### config.mk
export PLATFORM = sky130hd
export DESIGN_NAME = detect_alert_ctrl
export DESIGN_NICKNAME = d
export VERILOG_FILES = /design/src/rtl/detect_alert_pkg.sv /design/src/rtl/detect_alert_ctrl_tone_gen.sv /design/src/rtl/detect_alert_ctrl.sv
export SDC_FILE = /design/constraint.sdc
export NUM_CORES = 1
export LEC_CHECK = 0
export BUFFER_PORTS_ARGS = -buffer_cell sky130_fd_sc_hd__buf_2
export CORE_MARGIN = 5
export CORE_UTILIZATION = 25
export CTS_BUF_LIST = sky130_fd_sc_hd__clkbuf_4 sky130_fd_sc_hd__clkbuf_8
export CTS_CLUSTER_SIZE = 20
export DETAILED_ROUTE_END_ITERATION = 8
export GPL_TIMING_DRIVEN = 0
export PLACE_DENSITY = 0.36
export RECOVER_POWER = 25
export SLEW_MARGIN = 30
export SYNTH_ARGS = -nofsm -noshare
export SYNTH_HDL_FRONTEND = slang
export SYNTH_SLANG_ARGS = --single-unit
### constraint.sdc
create_clock -name clk -period 4.48 [get_ports clk]
set_clock_uncertainty 0.05 [all_clocks]
set_input_delay 1.12 -clock clk [delete_from_list [all_inputs] [get_ports clk]]
set_output_delay 1.12 -clock clk [all_outputs]
set_load 0.01 [all_outputs]
### src/rtl/detect_alert_pkg.sv
// Shared types and helpers for the detection-confirmation / alert controller.
// Build option: define ALERT_PULSED_EN for the on/off pulsed alert pattern.
package detect_alert_pkg;

  typedef enum logic [1:0] {
    ST_IDLE,
    ST_ALERT,
    ST_HOLDOFF
  } state_t;

  // Counter width able to hold 0..p, never narrower than one bit.
  function automatic int cnt_w(input int p);
    return (p < 1) ? 1 : $clog2(p + 1);
  endfunction

endpackage

### src/rtl/detect_alert_ctrl_tone_gen.sv
// Square-wave tone source: toggles every TONE_HALF cycles while enabled,
// counter and output cleared whenever en is low.
module tone_gen
  import detect_alert_pkg::*;
#(
  parameter int TONE_HALF = 6250
) (
  input  logic clk,
  input  logic reset,
  input  logic en,
  output logic tone
);

  localparam int W = cnt_w(TONE_HALF);
  localparam logic [W-1:0] LAST = W'(TONE_HALF - 1);

  logic [W-1:0] cnt;

  always_ff @(posedge clk) begin
    if (reset || !en) begin
      cnt  <= '0;
      tone <= 1'b0;
    end else if (cnt == LAST) begin
      cnt  <= '0;
      tone <= ~tone;
    end else begin
      cnt <= cnt + 1'b1;
    end
  end

endmodule

### src/rtl/detect_alert_ctrl.sv
// Confirms runs of positive detector frames, then beeps and holds off.
// Build option: ALERT_PULSED_EN gates the tone in PULSE_CYCLES on/off slots.
module detect_alert_ctrl
  import detect_alert_pkg::*;
#(
  parameter int CONFIRM_N      = 2,
  parameter int BEEP_CYCLES    = 50000000,
  parameter int TONE_HALF      = 6250,
  parameter int HOLDOFF_CYCLES = 25000000,
  parameter int PULSE_CYCLES   = 5000000
) (
  input  logic clk,
  input  logic reset,
  input  logic result_dv,
  input  logic result,
  input  logic vad_in,
  output logic beep,
  output logic alert,
  output logic led_active,
  output logic led_vad,
  output logic led_hb
);

  localparam int RW = cnt_w(CONFIRM_N);
  localparam int DW = cnt_w(BEEP_CYCLES);
  localparam int HW = cnt_w(HOLDOFF_CYCLES);

  localparam logic [RW-1:0] RUN_LAST = RW'(CONFIRM_N - 1);
  localparam logic [DW-1:0] DUR_LAST = DW'(BEEP_CYCLES - 1);
  localparam logic [HW-1:0] HOLD_LAST =
    HW'((HOLDOFF_CYCLES > 0) ? HOLDOFF_CYCLES - 1 : 0);

  state_t        state;
  logic [RW-1:0] run;
  logic [DW-1:0] dur;
  logic [HW-1:0] hold;
  logic          tone;

`ifdef ALERT_PULSED_EN
  localparam int PW = cnt_w(PULSE_CYCLES);
  localparam logic [PW-1:0] SLOT_LAST = PW'(PULSE_CYCLES - 1);

  logic [PW-1:0] slot;
  logic          off;
`endif

  always_ff @(posedge clk) begin
    if (reset) begin
      state      <= ST_IDLE;
      run        <= '0;
      dur        <= '0;
      hold       <= '0;
      alert      <= 1'b0;
      led_active <= 1'b0;
      led_hb     <= 1'b0;
      led_vad    <= 1'b0;
`ifdef ALERT_PULSED_EN
      slot       <= '0;
      off        <= 1'b0;
`endif
    end else begin
      led_vad <= vad_in;
      if (result_dv) begin
        led_active <= result;
        led_hb     <= ~led_hb;
      end
      unique case (state)
        ST_IDLE: begin
          if (result_dv) begin
            if (!result) begin
              run <= '0;
            end else if (run == RUN_LAST) begin
              state <= ST_ALERT;
              alert <= 1'b1;
              run   <= '0;
              dur   <= '0;
`ifdef ALERT_PULSED_EN
              slot  <= '0;
              off   <= 1'b0;
`endif
            end else begin
              run <= run + 1'b1;
            end
          end
        end
        ST_ALERT: begin
`ifdef ALERT_PULSED_EN
          if (slot == SLOT_LAST) begin
            slot <= '0;
            off  <= ~off;
          end else begin
            slot <= slot + 1'b1;
          end
`endif
          if (dur == DUR_LAST) begin
            alert <= 1'b0;
            dur   <= '0;
            hold  <= '0;
            if (HOLDOFF_CYCLES == 0) state <= ST_IDLE;
            else state <= ST_HOLDOFF;
          end else begin
            dur <= dur + 1'b1;
          end
        end
        ST_HOLDOFF: begin
          run <= '0;
          if (hold == HOLD_LAST) begin
            state <= ST_IDLE;
            hold  <= '0;
          end else begin
            hold <= hold + 1'b1;
          end
        end
        default: state <= ST_IDLE;
      endcase
    end
  end

  tone_gen #(
    .TONE_HALF(TONE_HALF)
  ) u_tone (
    .clk  (clk),
    .reset(reset),
    .en   (alert),
    .tone (tone)
  );

  // Gating with alert keeps beep silent on the cycle the tone clears.
`ifdef ALERT_PULSED_EN
  assign beep = tone & alert & ~off;
`else
  assign beep = tone & alert;
`endif

endmodule

## After elaboration in Yosys (flattened, before gate mapping)

Index checks and enable logic that the tools add are counted.
Widths: inputs -> output; s select.

| storage, ports and cells | value |
|---|---|
| word-level logic and storage cells | 63 |
| register bits after elaboration | 73 |
| output and inout port bits | 5 |

| operators by class | value |
|---|---|
| multiplexer cells | 23 |
| add/sub/neg operators | 4 |
| reduce and logical (&&, ||, !) cells | 12 |
| bitwise gates (word level) | 3 |
| eq/ne operators | 11 |

Operators with widths:

| cell | number |
|---|---|
| $mux 26 | 4 |
| $pmux 26 s2 | 1 |
| $mux 25 | 2 |
| $pmux 25 s2 | 1 |
| $add 26x1->26 const B | 1 |
| $eq 26x26->1 const B | 1 |
| $add 25x1->25 const B | 1 |
| $eq 25x25->1 const B | 1 |
| $mux 2 | 8 |
| $add 13x1->13 const B | 1 |
| $eq 13x13->1 const B | 1 |
| $ne 2x2->1 const B | 5 |
| $reduce_and 5->1 | 2 |
| $pmux 2 s3 | 1 |
| $reduce_bool 2->1 | 3 |
| $eq 2x1->1 const B | 2 |
| $mux 1 | 4 |
| $pmux 2 s2 | 1 |
| $reduce_and 2->1 | 2 |
| $reduce_and 4->1 | 1 |
| $add 2x1->2 const B | 1 |
| $eq 2x2->1 const B | 1 |
| $logic_not 2->1 | 1 |
| $not 1->1 | 2 |
| 5 further kinds | 5 |

## Logic depth before layout (Yosys ltp)

Gate-level depths: netlist of run 1.

| depth | value |
|---|---|
| depth after elaboration | 5 |
| mapped depth | 8 |
| mapped depth without buffers | 6 |

## Modules after synthesis

From an unflattened synthesis of run 1, not the netlist that was laid out.

| second synthesis, totals | value |
|---|---|
| cells, all modules | 426 |
| area total of the unflattened synthesis | 3633.5 um^2 |

Modules (own cells, without submodules):

| module | area each (um^2) | cells each | instances |
|---|---|---|---|
| detect_alert_ctrl | 3007.9 | 358 | 1 |
| tone_gen | 625.6 | 68 | 1 |

## Worst setup path after synthesis of run 1

Ideal clock, no wire load.

| path | value |
|---|---|
| path kind | input port to flip-flop |
| start point | in result_dv |
| end point | reg dur[25] |
| cell stages on the path | 6 |
| data required time | 4.309 ns |
| path slack | 1.744 ns |
| data arrival time | 2.565 ns |
| cell sequence | nand4b_1 -> a2111o_1 -> clkbuf_1 -> or4_1 -> xor2_1 -> nor2_1 |

| between the ends | value |
|---|---|
| cells in the longest elaborated chain, start to end | 2 |

RTL lines:

| element | line | RTL |
|---|---|---|
| from (decl) | detect_alert_ctrl.sv:14 | `input logic result_dv,` |
| $ne 2x2->1 (no line) | - |  |
| $reduce_and 4->1 (no line) | - |  |
| to (signal assigned) | detect_alert_ctrl.sv:102 | `dur <= dur + 1'b1;` |
| to (decl) | detect_alert_ctrl.sv:35 | `logic [DW-1:0] dur;` |

No other way between the ends.
A chain may end at the register's enable or synchronous reset.

## Final worst setup path of run 1

Ends and elaborated chain as after synthesis.

==> run_results.csv, run 1 <==
group,metric,value,unit
power,powerDensity,331,nW/um^2
clock_tree,clockRootBuffer,"clkbuf_8",
clock_tree,cts_tree,"built",
timing,worst_pin_slew,0.879,ns
floorplanning,row_count,43,
global_route,overflow,0,
cells_and_area,finalInstanceArea,4070,sq um
floorplanning,dieArea,16900,sq um
worst_setup_path,cp_data_arrival_time,2.94,ns
synth,synth-async-reset-ratio,0,
worst_hold_path,hp-start,"run[1]",
worst_setup_path,worst-path-stages,7,
timing,worst_slack,1.74,ns
timing,rsz0062_at_grt,"false",
synth,synth_seq_cells,73,
synth,ys.flop_type,"dfxtp_1",
worst_setup_path,worstPathRequired,4.68,ns
cells_and_area,syn_to_final_growth,13.5,%
synth,synth_seq_area_share,0.407,
worst_setup_path,cp-start-kind,"input pin",
timing,setup_viol,0,
placed_design,io_buffers,9,
global_route,grt_antenna_before_repair,0,
floorplanning,coreArea,14000,sq um
run_status,outcome,"complete, no violations",
worst_setup_path,crit_fanout,9,
worst_setup_path,crit_path_start,"result_dv",
route,wl_per_cell,14.1,microns
worst_setup_path,worst-path-buf-inv,2,
cells_and_area,drive_above_1_share,0.0717,
worst_setup_path,rr_startpoint,"dur[0]",
clock_tree,cts_resized,0,
synth,synth_most_common_cell,"dfxtp_1",
route,viasPerCell,4.88,
clock_tree,clockBufferDepth,2,
cells_and_area,num-fill-cells,1532,
route,vias,3052,
global_route,grtUsageTotal,0.114,
global_route,grt_pass1_vias,3073,
synth,avgSynthCellArea,8.53,sq um
clock_tree,hold_buffers,0,
synth,synth_top_area_share,0.407,
timing,tns,0,ns
timing,finalCritPeriodShare,0.611,
global_route,grt_first_pass_wirelength,15.1,mm
route,firstDrtPassIters,4,
route,wirelength,8.82,mm
clock_tree,cts.sinks,73,
power,ir_drop,0.147,mV
clock_tree,cts_made_buffers,9,
worst_setup_path,cp-end-kind,"flip-flop",
synth,ys_types,51,
worst_setup_path,path_class,"in -> reg",
route,ant_nets,0,
worst_hold_path,hold_depth,2,
route,drc,0,
worst_setup_path,r2r_end,"hold[21]",
worst_setup_path,cp_slowest_cell,"or4_1",
placed_design,placed_area,3860,sq um
worst_setup_path,r2r_slack,1.80,ns
power,p_leak,1.42,nW
clock_tree,clock_latency,0.37,ns
placed_design,pre_cts_slack,1.35,ns
synth,yosysWarnings,0,
job,timing.max_cap.violations,0,
worst_setup_path,path_cells,"buf_2 -> nand4b_1 -> a2111o_1 -> clkbuf_1 -> or4_1 -> xor2_1 -> nor2_1",
synth,yosysTopAreaCell,"dfxtp_1",
worst_hold_path,hp-class,"reg -> reg",
synth,syn-num-nets,430,
synth,synth_edf_count,0,
placed_design,post-dp-hpwl,6.24,mm
timing,slew_violations,0,
clock_tree,clkTransAtPathRegs,0.09,ns
global_route,grt_max_degree,15,
worst_hold_path,holdPathEnd,"run[1]",
synth,syn_area,3590,sq um
timing,fmax,365,MHz
clock_tree,h-tree-depth,3,
timing,hold_violations,0,
floorplanning,initial_utilization,0.257,
worst_setup_path,slowest_delay,0.57,ns
cells_and_area,diodes,0,
clock_tree,postCtsSetupBuffers,0,
floorplanning,die_x,130,microns
timing,min_period,2.74,ns
floorplanning,io_pins,10,
worst_setup_path,reg2reg_depth,8,
route,drt-initial-drc-count,106,
synth,syn_inst,421,
synth,synthTopCellsByArea,"dfxtp_1 41%, nor2_1 5.5%, xnor2_1 4.9%",
floorplanning,die_y,130,microns
worst_setup_path,critPathTopFamily,"simple AND/OR/NAND/NOR gates",
synth,synth_common_cells,"73 x dfxtp_1, 53 x nor2_1, 29 x nand3_1",
placed_design,place.gp.congestion,0.721,
cells_and_area,nNetsFinal,450,
timing,slew-limit-headroom,0.412,
[where the power goes]
part / internal [mW] / switching (mW) / total, mW / leakage, nW
Combinational: 0.0118 / 0.0227 / 0.0345 / 0.710
Clock: 0.376 / 0.284 / 0.660 / 0.124
Sequential: 0.653 / 0.00318 / 0.656 / 0.589
Total: 1.04 / 0.310 / 1.35 / 1.42
[stage by stage]
step	hold WS (ns)	power [mW]	instances	utilization
2_1_floorplan	0.353	0.693	421	-
3_3_place_gp	0.373	0.707	610	0.276
6_report	0.375	1.35	626	0.291
4_1_cts	0.376	1.38	626	0.294
5_1_grt	0.414	1.42	626	0.291
3_5_place_dp	0.362	0.707	610	0.276
[worst min-delay path: cells and delay by family, from the launching register on]
family	cells	cell delay, ns
buffers and inverters	1	0.04
flip-flops	1	0.31
AND/OR/NAND/NOR	1	0.03
[worst max-delay path by stage]
stage	to	slack, ns
2_1_floorplan	dur[25]	1.74
3_3_place_gp	dur[19]	1.26
3_5_place_dp	dur[25]	1.35
4_1_cts	dur[25]	1.76
5_1_grt	dur[7]	1.54
6_report	dur[25]	1.74
[layout by cell type, fill, tap and decap left out, types with 16 or more instances in the layout]
cell type	netlist	layout
nor3_1	18	18
and3_1	17	17
nand4_1	21	22
clkbuf_1	11	16
xor2_1	18	18
nor2_1	53	53
dfxtp_1	73	73
nand3_1	29	29
nand2_1	27	27
xnor2_1	20	20
[flip-flops by register name (all words and copies together) (netlist names)]
signal / cells
dur: 26
hold: 25
u_tone.cnt: 13
run: 2
state: 2
alert: 1
led_active: 1
led_hb: 1
led_vad: 1
u_tone.tone: 1
[layout make-up]
type | instances | area, sq um | share of cell area
timing repair buffer | 9 | 38.8 | 0.00952
buffer | 18 | 90.1 | 0.0221
clock buffer | 9 | 124 | 0.0304
sequential | 73 | 1460 | 0.359
clock inverter | 7 | 125 | 0.0307
tap | 180 | 225 | 0.0553
inverter | 10 | 37.5 | 0.00921
multi-input combinational | 320 | 1970 | 0.484
[per-layer routing]
layer  part of all wire  global-route usage  vias up  wire length (microns)
met3              0.035              0.0422       13                    310
met5                  0                   0        -                      0
met1               0.48               0.143     1446                   4240
li1                   -                   -     1563                      -
met2               0.47               0.183       30                   4130
met4              0.016              0.0385        0                    139
[cell families after synthesis]
logic type	share of synthesized area
AO/OA/AOI/OAI	0.108
XOR/XNOR	0.0927
buffers and inverters	0.0356
multiplexers	0.00558
adder cells (fa/ha/maj)	0.0139
AND/OR/NAND/NOR	0.337
flip-flops	0.407
Power figures use the tool's default switching activity.
==> run 2: changes to the inputs <==
Settings changed: PLACE_DENSITY 0.36 to 0.37.
Clock period 4.48 ns to 2.35 ns, I/O delays scaled along.
==> run 2 against run 1 <==
Against the previous run: worst hold slack gained 0.0080 ns; critical path depth decreased by 1; flip-flop and latch count stayed put; design area grew 1.9%; clock power is 55% higher; largest cell class unchanged.
==> run_results.csv, run 2 (synthesized netlist as in run 1, its figures left out) <==
group,metric,value,unit
power,total_power,2.33,mW
worst_setup_path,cp_data_arrival_time,2.44,ns
cells_and_area,diodes,0,
cells_and_area,finalInstanceArea,4150,sq um
route,vias,3080,
timing,fmax,446,MHz
worst_setup_path,worstPathRequired,2.55,ns
floorplanning,io_pins,10,
clock_tree,clkTransAtPathRegs,0.08,ns
placed_design,pre_cts_slack,-0.247,ns
timing,min_period,2.24,ns
global_route,grt_max_degree,12,
cells_and_area,syn_to_final_growth,15.6,%
cells_and_area,final_common_cell,"dfxtp_1",
placed_design,dp_cells,610,
clock_tree,cts_tree,"built",
global_route,grt_first_pass_wirelength,15.0,mm
route,firstDrtPassIters,4,
timing,slew_violations,0,
worst_setup_path,reg2reg_depth,6,
route,drt-initial-drc-count,119,
clock_tree,clock_latency,0.36,ns
clock_tree,h-tree-depth,3,
worst_hold_path,hp-class,"reg -> reg",
floorplanning,coreArea,14000,sq um
clock_tree,hold_buffers,0,
clock_tree,clockRootBuffer,"clkbuf_8",
job,timing.max_cap.violations,0,
cells_and_area,nNetsFinal,453,
placed_design,place.gp.congestion,0.718,
global_route,grt_pass1_vias,2899,
global_route,grt_antenna_before_repair,0,
cells_and_area,largestRegisters,"dur: 26 flops, hold: 25 flops, u_tone.cnt: 13 flops",
placed_design,placed_area,3860,sq um
timing,slew-limit-headroom,0.470,
cells_and_area,largest_reg_flops,26,
floorplanning,dieArea,16900,sq um
power,ir_drop,0.318,mV
worst_setup_path,crit_fanout,10,
route,highest_layer,"met4",
worst_hold_path,hold_depth,2,
power,powerDensity,563,nW/um^2
global_route,overflow,0,
placed_design,io_buffers,9,
route,viasPerCell,4.90,
route,wl_per_cell,14.2,microns
floorplanning,initial_utilization,0.257,
route,wl_met2,4.13,mm
route,wirelength,8.90,mm
cells_and_area,final_util,0.297,
run_status,outcome,"complete, no violations",
cells_and_area,regMostFlops,"dur",
route,ant_nets,0,
timing,finalCritPeriodShare,0.954,
timing,worst_pin_slew,0.793,ns
floorplanning,die_y,130,microns
cells_and_area,final_cell_mix,"72 x dfxtp_1, 53 x nor2_1, 29 x nand3_1",
cells_and_area,final_cells,628,
placed_design,post-dp-hpwl,6.17,mm
clock_tree,cts_made_buffers,9,
clock_tree,cts.sinks,73,
timing,rsz0062_at_grt,"true",
global_route,grtUsageTotal,0.112,
route,drt-met1-wl,4.42,mm
worst_setup_path,path_class,"reg -> reg",
worst_setup_path,cp-start-kind,"flip-flop",
timing,worst_slack,0.108,ns
timing,hold_violations,0,
cells_and_area,num-fill-cells,1563,
worst_setup_path,cp-end-kind,"flip-flop",
route,drc,0,
power,p_leak,1.50,nW
floorplanning,die_x,130,microns
floorplanning,row_count,43,
clock_tree,clockBufferDepth,2,
cells_and_area,drive_above_1_share,0.103,
route,routed-wl-met3,245,microns
timing,setup_viol,0,
-- run 2: area by class of cell --
class                   count  area, sq um  share of cell area
well taps                 180          225              0.0543
flip-flops and latches     73         1460               0.352
plain buffers              16         91.3              0.0220
repair buffers             14         75.1              0.0181
clock inverters             3         40.0             0.00965
inverters                  10         37.5             0.00904
multi-input cells         320         2060               0.496
clock buffers              12          159              0.0383
-- run 2: layer usage --
| metal | vias up | GRT usage |
|---|---|---|
| li1 | 1568 | - |
| met1 | 1479 | 0.146 |
| met2 | 24 | 0.175 |
| met3 | 9 | 0.0385 |
| met4 | 0 | 0.0348 |
| met5 | - | 0 |
-- run 2: power by group --
part | total (mW) | switching (mW) | internal, mW | leakage, nW
clock network | 1.02 | 0.467 | 0.551 | 0.106
registers | 1.25 | 0.00577 | 1.24 | 0.589
logic | 0.0663 | 0.0438 | 0.0225 | 0.803
-- run 2: what timing repair did --
item | in CTS | in global routing
setup buffers | 2 | 3
gates resized for setup | 10 | 7
endpoints found under the hold margin | 0 | 0
endpoints found under the setup margin | 40 | 44
pin swaps | 1 | 5
-- run 2: metrics by stage --
step | TNS (ns) | hold slack (ns)
6_report | 0 | 0.383
5_1_grt | -0.0464 | 0.387
4_1_cts | 0 | 0.365
3_5_place_dp | -4.04 | 0.372
3_3_place_gp | -5.24 | 0.378
2_1_floorplan | 0 | 0.353
-- run 2: critical path, stage by stage, from the launching register on --
cell      delay, ns
dfxtp_2        0.38
or4b_4         0.57
nor4_4         0.34
a21boi_1       0.15
buf_2          0.21
and3_1         0.18
a211o_1        0.25
-- run 2: path summary, 6_finish.rpt --
check                from        to  slack (ns)
setup reg to reg  hold[6]  hold[16]        0.11
hold / removal     run[1]    run[1]        0.38
setup / recovery  hold[6]  hold[16]        0.11
hold reg to reg    run[1]    run[1]        0.38
==> run 3: changes to the inputs <==
Settings changed: BUFFER_PORTS_ARGS -buffer_cell sky130_fd_sc_hd__buf_2 to -buffer_cell sky130_fd_sc_hd__clkbuf_2.
==> run 3 against run 2 <==
Against the previous run: worst hold slack worse by 0.0023 ns; sequential share of layout area decreased by 0.74 points; routed wire length decreased by 0.21%; die area is the same; fmax is 0.68% lower; register-to-register slack got worse by 0.02 ns; first-iteration DRC count rose by 66%; via count unchanged; combinational power up 2%; design area is 2.1% higher; critical path type unchanged; largest power group is now clock; highest routed layer unchanged.
==> run_results.csv, run 3 (synthesized netlist as in run 1, its figures left out) <==
group,metric,value,unit
timing,fmax,443,MHz
cells_and_area,syn_to_final_growth,18.1,%
run_status,outcome,"complete, no violations",
global_route,grt_first_pass_wirelength,14.7,mm
route,wl_per_cell,14.1,microns
route,drt-met1-wl,4.38,mm
floorplanning,die_x,130,microns
route,ant_nets,0,
placed_design,dp_cells,610,
timing,worst_pin_slew,0.553,ns
clock_tree,h-tree-depth,3,
timing,slew-limit-headroom,0.630,
power,p_leak,1.53,nW
global_route,grtUsageTotal,0.113,
cells_and_area,final_cells,630,
floorplanning,die_y,130,microns
clock_tree,cts_made_buffers,9,
power,total_power,2.68,mW
job,timing.max_cap.violations,0,
route,wl_met2,4.12,mm
clock_tree,cts_tree,"built",
clock_tree,clkTransAtPathRegs,0.08,ns
cells_and_area,largest_reg_flops,26,
floorplanning,dieArea,16900,sq um
timing,finalCritPeriodShare,0.961,
clock_tree,clockRootBuffer,"clkbuf_8",
route,drt-initial-drc-count,198,
cells_and_area,final_common_cell,"dfxtp_1",
worst_hold_path,hp-class,"in -> reg",
timing,hold_violations,0,
global_route,grt_max_degree,13,
route,highest_layer,"met4",
floorplanning,row_count,43,
cells_and_area,final_util,0.303,
timing,slew_violations,0,
route,wirelength,8.88,mm
global_route,grt_antenna_before_repair,0,
global_route,overflow,0,
cells_and_area,drive_above_1_share,0.109,
worst_setup_path,worstPathRequired,2.56,ns
worst_setup_path,cp-end-kind,"flip-flop",
clock_tree,clock_latency,0.36,ns
route,firstDrtPassIters,4,
timing,setup_viol,0,
clock_tree,clockBufferDepth,2,
placed_design,post-dp-hpwl,6.03,mm
route,vias,3080,
timing,hold_slack,0.380,ns
placed_design,io_buffers,9,
cells_and_area,largestRegisters,"dur: 26 flops, hold: 25 flops, u_tone.cnt: 13 flops",
clock_tree,cts.sinks,73,
worst_setup_path,cp-start-kind,"flip-flop",
worst_setup_path,cp_data_arrival_time,2.47,ns
cells_and_area,diodes,0,
power,powerDensity,632,nW/um^2
global_route,grt_pass1_vias,2856,
worst_setup_path,crit_fanout,10,
placed_design,placed_area,3860,sq um
cells_and_area,nNetsFinal,454,
route,viasPerCell,4.89,
route,drc,0,
placed_design,place.gp.congestion,0.716,
floorplanning,io_pins,10,
floorplanning,coreArea,14000,sq um
timing,rsz0062_at_grt,"false",
clock_tree,hold_buffers,0,
route,routed-wl-met3,268,microns
power,ir_drop,0.366,mV
floorplanning,initial_utilization,0.257,
worst_setup_path,path_class,"reg -> reg",
timing,min_period,2.26,ns
cells_and_area,regMostFlops,"dur",
cells_and_area,num-fill-cells,1510,
cells_and_area,finalInstanceArea,4240,sq um
cells_and_area,final_cell_mix,"72 x dfxtp_1, 53 x nor2_1, 29 x nand3_1",
## run 3: cell types whose count changed in the layout (fill, tap and decap cells not counted), sizes merged
cell and delta:
clkbuf +3, buf -3, bufinv +3, clkinv -1
## run 3: metal layers
metal	GRT usage	up-vias
met5	0	-
met3	0.0360	11
met1	0.147	1449
met4	0.0477	0
met2	0.173	41
li1	-	1579
## run 3: stage by stage
stage               TNS (ns)  setup slack [ns]
finish                     0            0.0926
global route               0            0.0147
CTS                        0          0.000754
detailed placement     -4.32            -0.249
global placement       -5.72            -0.301
floorplan                  0             0.147
## run 3: critical path, stage by stage (launching register included)
cell and delay (ns):
dfxtp_2 0.38, or4b_4 0.57, nor4_4 0.34, a21boi_1 0.15, buf_2 0.21, and3_1 0.18, a211o_1 0.26
## run 3: layout make-up
type / count / area (sq um) / share of cell area
plain buffers: 16 / 91.3 / 0.0215
clock buffers: 11 / 151 / 0.0357
clock inverters: 5 / 125 / 0.0295
inverters: 10 / 37.5 / 0.00885
multi-input cells: 320 / 2070 / 0.488
flip-flops and latches: 73 / 1460 / 0.345
well taps: 180 / 225 / 0.0531
repair buffers: 15 / 78.8 / 0.0186
## run 3: report_power, final
| group | internal [mW] | switching, mW |
|---|---|---|
| Clock | 0.869 | 0.494 |
| Combinational | 0.0231 | 0.0446 |
| Sequential | 1.24 | 0.00566 |
| Total | 2.14 | 0.544 |
## run 3: worst paths after layout
path | start | to | slack [ns] | depth (start not counted)
max | hold[6] | hold[18] | 0.09 | 6
min | vad_in | led_vad | 0.38 | 2
max reg2reg | hold[6] | hold[18] | 0.09 | 6
min reg2reg | run[1] | run[1] | 0.39 | 2
## run 3: timing repair
action / 4_1_cts / 5_1_grt
endpoints found under the setup margin: 41 / 43
cloned: 0 / 0
resized for setup: 9 / 10
endpoints found under the hold margin: 0 / 0
buffers inserted: 2 / 4
pin swaps: 1 / 4
